$ cat src/rtl/uart_result_tx_ctrl.sv
`timescale 1ns/1ps
// uart_result_tx_ctrl: sends each latched ALU result to the host as ASCII
// decimal text followed by CR/LF. It runs one conversion on the shared
// binary-to-BCD converter, then feeds the UART transmitter one byte at a time.
// Optional build macro TX_LZ_SUPPRESS_EN: leading zero digits are not sent
// (digit 0 is always sent). Without it, every message is DIGITS+2 bytes.
module uart_result_tx_ctrl #(
  parameter int unsigned N      = 16,
  parameter int unsigned DIGITS = 5
) (
  input  logic          clock,
  input  logic          CPU_RESETN,
  input  logic          trigger,
  input  logic [N-1:0]  result,
  output logic          bcd_trigger,
  output logic [31:0]   bcd_in,
  input  logic          bcd_idle,
  input  logic [31:0]   bcd,
  output logic          tx_start,
  output logic [7:0]    tx_data,
  input  logic          tx_busy,
  output logic          busy,
  output logic          done
);

  typedef enum logic [3:0] {
    IDLE,
    CONV_START,
    CONV_RUN,
    CONV_DONE,
    TX_LOAD,
    TX_REQ,
    TX_ACK,
    TX_WAIT,
    TX_NEXT
  } state_t;

  // Byte position counts down: DIGITS+1..2 select digit (pos-2), 1 is CR, 0 is LF.
  localparam logic [3:0] POS_TOP = 4'(DIGITS + 1);

  state_t              state;
  logic [4*DIGITS-1:0] digits_q;
  logic [3:0]          pos_q;
  logic [3:0]          start_pos;

  // Converter digits above DIGITS are never transmitted.
  if (DIGITS < 8) begin : g_bcd_hi
    logic unused_bcd_hi;
    assign unused_bcd_hi = ^bcd[31:4*DIGITS];
  end

  // ASCII byte for a message position: digit, '?' for a non-decimal nibble, CR or LF.
  function automatic logic [7:0] byte_at(input logic [3:0] pos,
                                         input logic [4*DIGITS-1:0] dg);
    logic [7:0] b;
    logic [3:0] d;
    d = 4'(dg >> (4 * (32'(pos) - 32'd2)));
    if (pos == 4'd0)      b = 8'h0A;
    else if (pos == 4'd1) b = 8'h0D;
    else if (d > 4'd9)    b = 8'h3F;
    else                  b = 8'h30 + {4'h0, d};
    return b;
  endfunction

`ifdef TX_LZ_SUPPRESS_EN
  // First position to send: the most significant nonzero digit, else digit 0.
  always_comb begin
    start_pos = 4'd2;
    for (int unsigned i = 1; i < DIGITS; i++) begin
      if (bcd[4*i +: 4] != 4'd0) start_pos = 4'(i + 2);
    end
  end
`else
  // First position to send: always the top digit (zero-padded message).
  always_comb begin
    start_pos = POS_TOP;
  end
`endif

  // Sequencer: accept a result, run the converter, then stream digits and CR/LF.
  always_ff @(posedge clock or negedge CPU_RESETN) begin
    if (!CPU_RESETN) begin
      state       <= IDLE;
      bcd_trigger <= 1'b0;
      bcd_in      <= '0;
      tx_start    <= 1'b0;
      tx_data     <= '0;
      busy        <= 1'b0;
      done        <= 1'b0;
      digits_q    <= '0;
      pos_q       <= '0;
    end else begin
      bcd_trigger <= 1'b0;
      tx_start    <= 1'b0;
      done        <= 1'b0;
      case (state)
        IDLE: begin
          // done is still high in the first IDLE cycle; a trigger then is dropped.
          if (trigger && !done) begin
            bcd_in <= 32'(result);
            busy   <= 1'b1;
            state  <= CONV_START;
          end
        end
        CONV_START: begin
          bcd_trigger <= 1'b1;
          state       <= CONV_RUN;
        end
        CONV_RUN: begin
          if (!bcd_idle) state <= CONV_DONE;
        end
        CONV_DONE: begin
          if (bcd_idle) begin
            digits_q <= bcd[4*DIGITS-1:0];
            pos_q    <= start_pos;
            state    <= TX_LOAD;
          end
        end
        TX_LOAD: begin
          tx_data <= byte_at(pos_q, digits_q);
          state   <= TX_REQ;
        end
        TX_REQ: begin
          if (!tx_busy) begin
            tx_start <= 1'b1;
            state    <= TX_ACK;
          end
        end
        TX_ACK: begin
          if (tx_busy) state <= TX_WAIT;
        end
        TX_WAIT: begin
          if (!tx_busy) state <= TX_NEXT;
        end
        TX_NEXT: begin
          if (pos_q == 4'd0) begin
            done  <= 1'b1;
            busy  <= 1'b0;
            state <= IDLE;
          end else begin
            // Next byte is loaded here directly, so TX_LOAD only serves the first
            // byte; this keeps the busy-low to next tx_start gap at two cycles.
            pos_q   <= pos_q - 4'd1;
            tx_data <= byte_at(pos_q - 4'd1, digits_q);
            state   <= TX_REQ;
          end
        end
        default: state <= IDLE;
      endcase
    end
  end

endmodule

$ cat config.mk
export PLATFORM = sky130hd
export DESIGN_NAME = uart_result_tx_ctrl
export DESIGN_NICKNAME = d
export VERILOG_FILES = /design/src/rtl/uart_result_tx_ctrl.sv
export SDC_FILE = /design/constraint.sdc
export NUM_CORES = 1
export LEC_CHECK = 0
export BUFFER_PORTS_ARGS = -buffer_cell sky130_fd_sc_hd__buf_2
export CAP_MARGIN = 20
export CORE_MARGIN = 3
export CORE_UTILIZATION = 50
export CTS_CLUSTER_SIZE = 12
export DETAILED_ROUTE_END_ITERATION = 12
export HOLD_SLACK_MARGIN = 0.02
export PLACE_DENSITY = 0.79
export SLEW_MARGIN = 20
export SYNTH_ARGS = -nofsm -noshare
export SYNTH_HDL_FRONTEND = slang
export SYNTH_SLANG_ARGS = --single-unit
$ cat constraint.sdc
create_clock -name clock -period 3.05 [get_ports clock]
set_input_delay 0.61 -clock clock [delete_from_list [all_inputs] [get_ports clock]]
set_output_delay 0.61 -clock clock [all_outputs]
set_load 0.005 [all_outputs]
### Yosys cells after proc, flatten, opt, wreduce, memory -nomap -nowiden

Index checks and enable logic that the tools add are counted.

* bits in registers: 56
* word-level logic and storage cells: 77

* add/sub/neg operators: 5
* $lt $le $gt $ge: 2
* equal/unequal tests: 18
* shifts and indexed selects: 2
* multiplexer cells: 27
* reductions and logical operators: 14

Operators by type and width (count)
* $shr A20 B32 Y4: 2
* $mux W7: 6
* $pmux W4 S9: 1
* $mux W4: 8
* $eq A4 B3 Y1 const B: 4
* $ne A2 B2 Y1 const B: 8
* $pmux W8 S2: 1
* $add A6 B4 Y7 const A: 2
* $eq A4 B1 Y1 const B: 3
* $logic_not A4 Y1: 3
* $sub A4 B2 Y5 const B: 2
* $eq A4 B2 Y1 const B: 2
* $gt A4 B4 Y1 const B: 2
* $mux W8: 1
* $pmux W4 S2: 1
* $mux W1: 7
* $reduce_and A2 Y1: 3
* $reduce_and A3 Y1: 2
* $reduce_and A6 Y1: 1
* $reduce_bool A2 Y1: 3
* $eq A4 B4 Y1 const B: 1
* $sub A4 B1 Y4 const B: 1
* $mux W3: 1
* $pmux W1 S2: 1
* 2 further kinds: 2

### Logic depth before layout (Yosys ltp)

Gate-level depths: netlist (run 1).

* depth after elaboration: 9
* mapped depth: 10
* depth with buffers taken out: 9

### Least setup slack after synthesis (run 1)

Ideal clock, no wire load.

* path type: register to register
* start point: register pos_q[0]
* end point: register tx_data[2]
* arrival: 2324 ps
* required time: 2974 ps
* path slack: 650 ps
* cell stages (with the launch flop): 11
* path buffers: 1
* period minus slack after synthesis: 2400 ps
* cell sequence: dfrtp_1 buf_6 inv_2 ha_1 xnor2_1 ha_1 o21ai_0 o211ai_2 o211a_1 o22a_1 o21ai_2

* word-level cells in the longest chain between the ends: 9
* elaborated cells on any way between the ends: 23
* classes of those cells: add/sub: 5; order compare: 2; eq/ne: 3; shift: 2; mux: 8; reduce/logical: 3

RTL lines
* from (decl): line 43 `logic [3:0] pos_q;`
* from (signal assigned): line 115 `pos_q <= start_pos;`
* from (signal assigned): line 143 `pos_q <= pos_q - 4'd1;`
* $sub A4 B1 Y4: line 144 `tx_data <= byte_at(pos_q - 4'd1, digits_q);`
* $sub A4 B2 Y5: line 57 `d = 4'(dg >> (4 * (32'(pos) - 32'd2)));`
* $shr A20 B32 Y4: line 57
* $add A6 B4 Y7 or $gt A4 B4 Y1 (tied branches): line 61, 60
* $mux W7: line 60 `else if (d > 4'd9) b = 8'h3F;`
* $mux W7: line 59 `else if (pos == 4'd1) b = 8'h0D;`
* $mux W7: line 58 `if (pos == 4'd0) b = 8'h0A;`
* $mux W8: line 136 `if (pos_q == 4'd0) begin`
* $pmux W8 S2: line 96 `case (state)`
* to (signal assigned): line 120 `tx_data <= byte_at(pos_q, digits_q);`
* to (signal assigned): line 144
* to (decl): line 20 `output logic [7:0] tx_data,`

Several ways; a longest one is shown, not always the timed one. The select of a mux whose other input is x is not followed.
A chain may end at the register's enable or synchronous reset.

### Worst setup path after layout (run 1)

* start point: register pos_q[1]
* end point: register tx_data[2]

The elaborated chain is that of the path after synthesis.

==> run_results.csv, run 1 <==
group,metric,value,unit
sta,grt_setup_unrepaired,"false",
power_and_ir_drop,p_int,2.110,mW
die,core-area,5642,µm²
placed_design,post-dp-hpwl,4.364,mm
synth,async_flop_share,1.000,
clock_tree,ctsResizeCount,0,
clock_tree,cts_max_level,2,
power_and_ir_drop,clock_power_share,0.119,
synth,ys_seq_area_frac,0.4443,
route,routed_wl,5.792,mm
sta,fmax,0.4030,GHz
layout,instances_no_fill,406,
layout,drive_above_1_share,0.3922,
die,die_area,6934,µm²
synth,synth_edf_count,0,
sta,maxSlewViolCount,0,
power_and_ir_drop,swShare,0.3956,
layout,final_common_cell,"buf_2",
global_routing,grt_pass1_vias,2198,
synth,synth_area,2985,µm²
global_routing,grt_pass1_wl,9.970,mm
route,viasPerCell,5.384,
worst_setup_path,crit_arrival,2660,ps
sta,fin_crit,2482,ps
sta,worstMarginPinSlew,945.7,ps
clock_tree,cts.clk_slew.worst_paths,100,ps
synth,synth_top_family_by_area,"multiplexers",
sta,timing.hold.ws,439.9,ps
route,postRouteAntennaNets,0,
worst_setup_path,crit_required,3230,ps
synth,synthAdderAreaFrac,0.02934,
sta,skew,2.930,ps
clock_tree,cts_tree,"yes",
clock_tree,cts.sinks,53,
sta,setup_violations,0,
synth,synth_cells,268,
power_and_ir_drop,totalPowerFinal,3.491,mW
placed_design,place_area,3296,µm²
worst_setup_path,crit_slowest_cell,"ha_1",
route,first_pass_iters,4,
sta,fin_tns_setup,0,ps
global_routing,grt_overflow,0,
die,pin_count,97,
global_routing,grt_max_degree,44,
die,rows,27,
worst_setup_path,path_class,"flip-flop to flip-flop",
die,start_util,0.5292,
layout,nNetsFinal,393,
synth,synth-main-ff-cell,"dfrtp_1",
worst_setup_path,crit_top_cell,"ha_1",
synth,ys_warn_count,0,
min_path,hp-class,"primary input to asynchronous set/reset pin",
clock_tree,cts_root_buffer,"clkbuf_8",
clock_tree,clockBufferDepth,2,
synth,avgSynthCellArea,11.14,µm²
sta,worst_slew_margin_rel,0.3695,
synth,synthSimpleGateAreaFrac,0.08550,
layout,final_area,3391,µm²
clock_tree,cts_hold_buffers,0,
synth,synth_top_area_share,0.4443,
worst_setup_path,critPathLaunchType,"flip-flop",
run_status,status,"complete, no violations",
layout,syn_to_final_growth,13.58,%
placed_design,globalplace.congestion,0.9053,
route,drcViolationCount,0,
die,die_y,83.27,µm
placed_design,portBuffers,66,
route,drt_iter0_markers,148,
power_and_ir_drop,p_seq_frac,0.356,
sta,setup_ws,568.5,ps
route,post_drt_wl_per_cell,14.27,µm
worst_setup_path,path_max_fanout,8,
power_and_ir_drop,power_switching,1.381,mW
placed_design,dpl_worst_slack,617.4,ps
synth,synthXorXnorAreaFrac,0.02054,
power_and_ir_drop,power_frac_comb,0.525,
layout,antenna_cells,0,
synth,yosys-mux-area-fraction,0.1970,
sta,hold_viol,0,
power_and_ir_drop,p_per_area,1029,nW/µm²
worst_setup_path,cp_num_buf_inv,1,
layout,final_util,0.6010,
synth,synth_top_area_cell,"dfrtp_1",
synth,synth_area_leaders,"dfrtp_1 44%, mux2_2 16%, buf_4 4.8%",
die,die_width,83.27,µm
power_and_ir_drop,power_leakage,1.614,nW
synth,ys_seq_elements,53,
synth,synth.distinct_cells,52,
placed_design,dp_cells,398,
global_routing,grt_usage,0.1733,
synth,synth_compound_area_frac,0.1450,
layout,final_cell_mix,"66 x buf_2, 53 x dfrtp_1, 42 x mux2_2",
sta,fin_crit_sh,0.8136,
clock_tree,postCtsSetupBuffers,0,
global_routing,antenna_found_initial,0,
flow_run,drv_cap,0,
worst_setup_path,critPathMaxStageDelay,420,ps
power_and_ir_drop,peakVddDrop,479.1,µV
worst_setup_path,end_kind,"flip-flop",
route,vias,2186,
clock_tree,clk_latency,310,ps
clock_tree,cts_buffers,5,
worst_setup_path,worstPathCellList,"inv_1 > ha_1 > xnor2_1 > ha_1 > o21ai_0 > o211ai_1 > o211a_1 > o22a_1 > o21ai_2",
worst_setup_path,cpLargestDelayFamily,"compound AO/OA/AOI/OAI gates",
## power by group through the flow
stage               registers, mW  logic [mW]  clock network (mW)
finish                       1.24        1.83               0.415
global placement             1.24        1.77                   0
floorplan                    1.21        1.40                   0
detailed placement           1.26        1.82                   0
global route                 1.29        2.05               0.463
CTS                          1.24        1.83               0.428
## registers in the layout (all words and copies together) (netlist names)
signal,flops
tx_start,1
state,4
bcd_trigger,1
busy,1
bcd_in,16
tx_data,5
digits_q,20
done,1
pos_q,4
## path summary, 6_finish.rpt
kind	startpoint	endpoint	slack, ps	cells after the start
max	pos_q[1]	tx_data[2]	570	9
min in group clock	tx_data[2]	tx_data[2]	480	2
max in group asynchronous	CPU_RESETN	digits_q[10]	1900	2
min	CPU_RESETN	state[3]	440	1
max reg2reg	pos_q[1]	tx_data[2]	570	9
min reg2reg	tx_data[2]	tx_data[2]	480	2
## Yosys cell counts, types with 3 or more instances
library cell and count:
buf_2 4, or3_1 3, o211ai_1 6, buf_6 3
dfrtp_1 53, o21ai_0 15, mux2_2 42, nand2_1 21
nor2_1 10, nor3_1 3, mux2i_1 7, nand3_1 5
inv_1 4, a21oi_1 15, buf_4 19, ha_1 7
a21o_1 6, clkbuf_1 3
## layer usage
| metal | vias up | share of wire | GRT usage |
|---|---|---|---|
| met3 | 9 | 0.057 | 0.03671 |
| met1 | 1045 | 0.43 | 0.2121 |
| met5 | - | 0 | 0 |
| met2 | 70 | 0.51 | 0.3047 |
| met4 | 0 | 0.012 | 0.05349 |
| li1 | 1062 | - | - |
## kinds of logic (layout without fill, tap and decap cells)
kind of cell / count (synthesis) / count (layout)
mux: 51 / 51
fa+ha+maj: 7 / 7
buf+inv: 35 / 84
flops: 53 / 53
simple gates: 53 / 53
xor+xnor: 4 / 4
compound gates: 64 / 64
other cells: 1 / 18
## layout make-up
cell class | count | area (µm²)
clock buffer | 5 | 68.82
clock inverter | 3 | 26.28
fill | 494 | 2251
inverter | 5 | 18.77
multi-input combinational | 197 | 1493
sequential | 53 | 1326
tap | 72 | 90.09
timing repair buffer | 71 | 367.9
Power figures use the tool's default switching activity.
==> run 2: changes to the inputs <==
==> constraint.sdc (replaced) <==
create_clock -name clock -period 2.5 [get_ports clock]
set_input_delay 0.5 -clock clock [delete_from_list [all_inputs] [get_ports clock]]
set_output_delay 0.5 -clock clock [all_outputs]
set_load 0.005 [all_outputs]
==> run_results.csv, run 2 (synthesis gave the netlist of run 1 again) <==
group,metric,value,unit
run_status,status,"complete, no violations",
worst_setup_path,cpLargestDelayFamily,"compound AO/OA/AOI/OAI gates",
worst_setup_path,reg2reg_depth,9,
layout,final_area,3451,µm²
global_routing,grt_max_degree,36,
die,die_y,83.27,µm
route,postRouteAntennaNets,0,
global_routing,grt_pass1_wl,10.38,mm
die,die_width,83.27,µm
route,first_pass_iters,4,
worst_setup_path,worstReg2RegEnd,"tx_data[2]",
worst_setup_path,critPathMaxStageDelay,460,ps
sta,setup_violations,0,
route,drt_iter0_markers,98,
global_routing,grt_pass1_vias,2243,
layout,nNetsFinal,400,
layout,final_cell_mix,"66 x buf_2, 53 x dfrtp_1, 42 x mux2_2",
layout,final_common_cell,"buf_2",
sta,fin_crit_sh,0.9433,
worst_setup_path,worstPathCellList,"inv_1 > ha_1 > a21boi_4 > xnor2_4 > xor2_2 > o211ai_1 > o211a_1 > o22a_1 > o21ai_2",
worst_setup_path,r2r-start,"pos_q[2]",
sta,fmax,0.4240,GHz
placed_design,globalplace.congestion,0.8855,
die,rows,27,
worst_setup_path,crit_required,2750,ps
clock_tree,cts_root_buffer,"clkbuf_8",
flow_run,drv_cap,0,
clock_tree,clk_latency,310,ps
worst_setup_path,crit_arrival,2610,ps
route,post_drt_wl_per_cell,15.09,µm
sta,setup_ws,141.7,ps
layout,antenna_cells,0,
sta,maxSlewViolCount,0,
worst_setup_path,crit_slowest_cell,"dfrtp_1",
clock_tree,clockBufferDepth,2,
sta,worstMarginPinSlew,750.2,ps
sta,fin_crit,2358,ps
clock_tree,cts_max_level,2,
layout,regMostFlops,"digits_q",
clock_tree,cts_tree,"yes",
worst_setup_path,critPathLaunchType,"flip-flop",
die,die_area,6934,µm²
route,drcViolationCount,0,
layout,fill_cells,466,
placed_design,portBuffers,66,
die,core-area,5642,µm²
layout,syn_to_final_growth,15.59,%
route,vias,2214,
clock_tree,cts_hold_buffers,0,
die,pin_count,97,
clock_tree,cts_buffers,5,
placed_design,post-dp-hpwl,4.646,mm
min_path,hp-class,"primary input to asynchronous set/reset pin",
worst_setup_path,path_max_fanout,6,
die,start_util,0.5292,
power_and_ir_drop,totalPowerFinal,4.349,mW
placed_design,dpl_worst_slack,178.5,ps
worst_setup_path,rrSetupSlack,140,ps
route,viasPerCell,5.361,
global_routing,grt_usage,0.1827,
layout,largest_reg_flops,20,
clock_tree,cts.sinks,53,
worst_setup_path,end_kind,"flip-flop",
power_and_ir_drop,p_per_area,1260,nW/µm²
sta,hold_viol,0,
worst_setup_path,path_class,"flip-flop to flip-flop",
placed_design,place_area,3333,µm²
sta,skew,5.432,ps
layout,drive_above_1_share,0.4106,
placed_design,dp_cells,403,
layout,instances_no_fill,413,
route,routed_wl,6.231,mm
clock_tree,cts.clk_slew.worst_paths,100,ps
sta,worst_slew_margin_rel,0.4999,
global_routing,grt_overflow,0,
global_routing,antenna_found_initial,0,
layout,final_util,0.6117,
worst_setup_path,cp_num_buf_inv,1,
layout,top_regs,"digits_q x20, bcd_in x16, tx_data x5",
power_and_ir_drop,power_leakage,1.646,nW
power_and_ir_drop,peakVddDrop,762.6,µV
-- run 2: cell count changes in the layout (fill, tap and decap cells not counted) --
cell / delta
buf_4: +7
inv_1: -1
inv_2: +1
xnor2_1: -1
xnor2_2: +1
-- run 2: how the worst max path moves through the flow --
stage / slack [ps] / from / depth (start not counted) / to
finish: 140 / pos_q[2] / 9 / tx_data[2]
global route: -6 / pos_q[2] / 9 / tx_data[1]
CTS: 160 / pos_q[1] / 9 / tx_data[2]
detailed placement: 180 / pos_q[1] / 9 / tx_data[2]
global placement: 210 / pos_q[1] / 9 / tx_data[2]
floorplan: 100 / pos_q[0] / 10 / tx_data[2]
-- run 2: per-layer routing --
| metal | part of all wire | track usage | vias up | wire length, µm |
|---|---|---|---|---|
| li1 | - | - | 1066 | - |
| met1 | 0.42 | 0.2254 | 1061 | 2636 |
| met2 | 0.51 | 0.3047 | 75 | 3160 |
| met3 | 0.048 | 0.03869 | 12 | 298 |
| met4 | 0.022 | 0.08618 | 0 | 136 |
| met5 | 0 | 0 | - | 0 |
-- run 2: report_power, final --
group | total (mW) | internal (mW) | switching [mW] | leakage [nW]
logic | 2.31 | 1.17 | 1.14 | 0.966
clock network | 0.518 | 0.204 | 0.313 | 0.0423
registers | 1.52 | 1.24 | 0.280 | 0.637
-- run 2: timing repair --
| action | 4_1_cts | 5_1_grt |
|---|---|---|
| endpoints found under the hold margin | 0 | 0 |
| resized for setup | 0 | 2 |
| buffers inserted | 0 | 2 |
| endpoints found under the setup margin | 0 | 2 |
-- run 2: layout make-up --
type,count,area (µm²),area share
tap,72,90.09,0.02611
clock buffer,5,68.82,0.01994
multi-input combinational,197,1500,0.4347
timing repair buffer,78,420.4,0.1218
inverter,5,18.77,0.005439
clock inverter,3,26.28,0.007614
sequential,53,1326,0.3843
-- run 2: stage by stage --
step / setup TNS (ps) / hold WS, ps
finish: 0 / 240.9
global route: -5.643 / 288.7
CTS: 0 / 266.2
detailed placement: 0 / 463.8
global placement: 0 / 460.0
floorplan: 0 / 204.4
==> run 3: changes to the inputs <==
==> constraint.sdc (replaced) <==
create_clock -name clock -period 2.6 [get_ports clock]
set_input_delay 0.52 -clock clock [delete_from_list [all_inputs] [get_ports clock]]
set_output_delay 0.52 -clock clock [all_outputs]
set_load 0.005 [all_outputs]
==> run_results.csv, run 3 (synthesis gave the netlist of run 1 again) <==
group,metric,value,unit
sta,timing.hold.ws,123.7,ps
die,pin_count,97,
layout,largest_reg_flops,20,
route,post_drt_wl_per_cell,14.39,µm
clock_tree,ctsResizeCount,0,
route,routed_wl,5.886,mm
layout,instances_no_fill,409,
power_and_ir_drop,p_per_area,1203,nW/µm²
route,first_pass_iters,4,
worst_setup_path,critPathMaxStageDelay,410,ps
worst_setup_path,crit_slowest_cell,"ha_1",
power_and_ir_drop,p_int,2.494,mW
die,die_y,83.27,µm
sta,setup_violations,0,
global_routing,grt_usage,0.1785,
die,core-area,5642,µm²
min_path,hp-class,"primary input to asynchronous set/reset pin",
route,drt_iter0_markers,74,
sta,worst_slew_margin_rel,0.5484,
clock_tree,cts_root_buffer,"clkbuf_8",
global_routing,grt_pass1_vias,2187,
worst_setup_path,end_kind,"flip-flop",
clock_tree,cts_buffers,5,
clock_tree,clk_latency,300,ps
layout,final_util,0.6043,
clock_tree,clockBufferDepth,2,
flow_run,drv_cap,0,
run_status,status,"complete, no violations",
global_routing,grt_max_degree,25,
clock_tree,cts.clk_slew.worst_paths,100,ps
sta,fin_crit,2383,ps
power_and_ir_drop,swShare,0.3920,
worst_setup_path,path_max_fanout,8,
sta,worstMarginPinSlew,677.5,ps
global_routing,grt_pass1_wl,10.19,mm
layout,syn_to_final_growth,14.21,%
placed_design,dp_cells,401,
power_and_ir_drop,power_leakage,1.627,nW
power_and_ir_drop,power_frac_comb,0.530,
die,rows,27,
route,vias,2186,
sta,hold_viol,0,
die,die_width,83.27,µm
layout,final_cell_mix,"66 x buf_2, 53 x dfrtp_1, 42 x mux2_2",
placed_design,post-dp-hpwl,4.515,mm
worst_setup_path,reg2reg_depth,9,
layout,nNetsFinal,396,
worst_setup_path,r2r-start,"pos_q[1]",
layout,top_regs,"digits_q x20, bcd_in x16, tx_data x5",
clock_tree,cts_hold_buffers,0,
clock_tree,postCtsSetupBuffers,0,
placed_design,globalplace.congestion,0.8904,
layout,regMostFlops,"digits_q",
power_and_ir_drop,clock_power_share,0.114,
layout,final_common_cell,"buf_2",
route,viasPerCell,5.345,
sta,skew,6.472,ps
clock_tree,cts_max_level,2,
route,drcViolationCount,0,
worst_setup_path,crit_arrival,2580,ps
worst_setup_path,crit_required,2800,ps
power_and_ir_drop,peakVddDrop,685.1,µV
placed_design,portBuffers,66,
clock_tree,cts.sinks,53,
worst_setup_path,path_class,"flip-flop to flip-flop",
global_routing,antenna_found_initial,0,
worst_setup_path,crit_top_cell,"o21ai_0",
power_and_ir_drop,power_switching,1.608,mW
worst_setup_path,worstPathCellList,"inv_1 > ha_2 > xnor2_1 > ha_1 > o21ai_0 > o211ai_2 > o21ai_0 > a21oi_1 > o31ai_1",
sta,maxSlewViolCount,0,
die,start_util,0.5292,
layout,antenna_cells,0,
worst_setup_path,rrSetupSlack,220,ps
sta,fin_crit_sh,0.9167,
worst_setup_path,critPathLaunchType,"flip-flop",
sta,fin_tns_setup,0,ps
clock_tree,cts_tree,"yes",
sta,fmax,0.4196,GHz
worst_setup_path,worstReg2RegEnd,"tx_data[1]",
route,postRouteAntennaNets,0,
layout,drive_above_1_share,0.4006,
global_routing,grt_overflow,0,
power_and_ir_drop,p_seq_frac,0.356,
die,die_area,6934,µm²
## run 3: cell types whose count changed in the layout (fill, tap and decap cells not counted)
cell	before	now
inv_6	0	1
xnor2_1	1	2
clkinv_2	0	1
inv_2	2	1
xnor2_2	1	0
clkinvlp_4	2	0
ha_2	0	2
inv_1	3	4
clkbuf_1	0	1
inv_8	1	0
ha_1	7	5
buf_4	12	8
## run 3: per-stage QoR
stage / setup slack [ps] / cell area (µm²) / total power, mW
4_1_cts: 215.2 / 3405 / 4.115
2_1_floorplan: 200.3 / 3049 / 3.057
3_3_place_gp: 241.0 / 3318 / 3.554
6_report: 216.6 / 3410 / 4.102
3_5_place_dp: 231.2 / 3318 / 3.636
5_1_grt: -7.493 / 3410 / 4.460
## run 3: metal layers
| metal | track usage | routed length [µm] | vias to the layer above |
|---|---|---|---|
| li1 | - | - | 1064 |
| met1 | 0.2256 | 2451 | 1035 |
| met4 | 0.05052 | 80 | 0 |
| met5 | 0 | 0 | - |
| met3 | 0.03472 | 364 | 9 |
| met2 | 0.3105 | 2990 | 78 |
## run 3: layout make-up
class                   instances  area [µm²]
fillers                       501        2232
multi-input cells             197        1498
flip-flops and latches         53        1326
repair buffers                 74       390.4
well taps                      72       90.09
clock buffers                   6       72.57
inverters                       5       18.77
clock inverters                 2       13.76
## run 3: worst max path at each step
stage	from	end	slack [ps]
floorplan	pos_q[0]	tx_data[2]	200
global placement	pos_q[1]	tx_data[2]	240
detailed placement	pos_q[1]	tx_data[2]	230
CTS	pos_q[1]	tx_data[2]	220
global route	pos_q[1]	tx_data[1]	-7
finish	pos_q[1]	tx_data[1]	220
## run 3: power by group through the flow
stage,Clock [mW],Combinational (mW),Sequential [mW]
floorplan,0,1.64,1.42
finish,0.467,2.17,1.46
detailed placement,0,2.15,1.48
global route,0.524,2.42,1.52
CTS,0.480,2.17,1.46
global placement,0,2.10,1.45
## run 3: critical path: cells and delay by family (launching register included)
family,cells,cell delay [ps]
adders and majority gates,2,700
DFF,1,390
AOI/OAI and AO/OA,5,850
xor gates and xnor gates,1,110
buffers and inverters,1,230
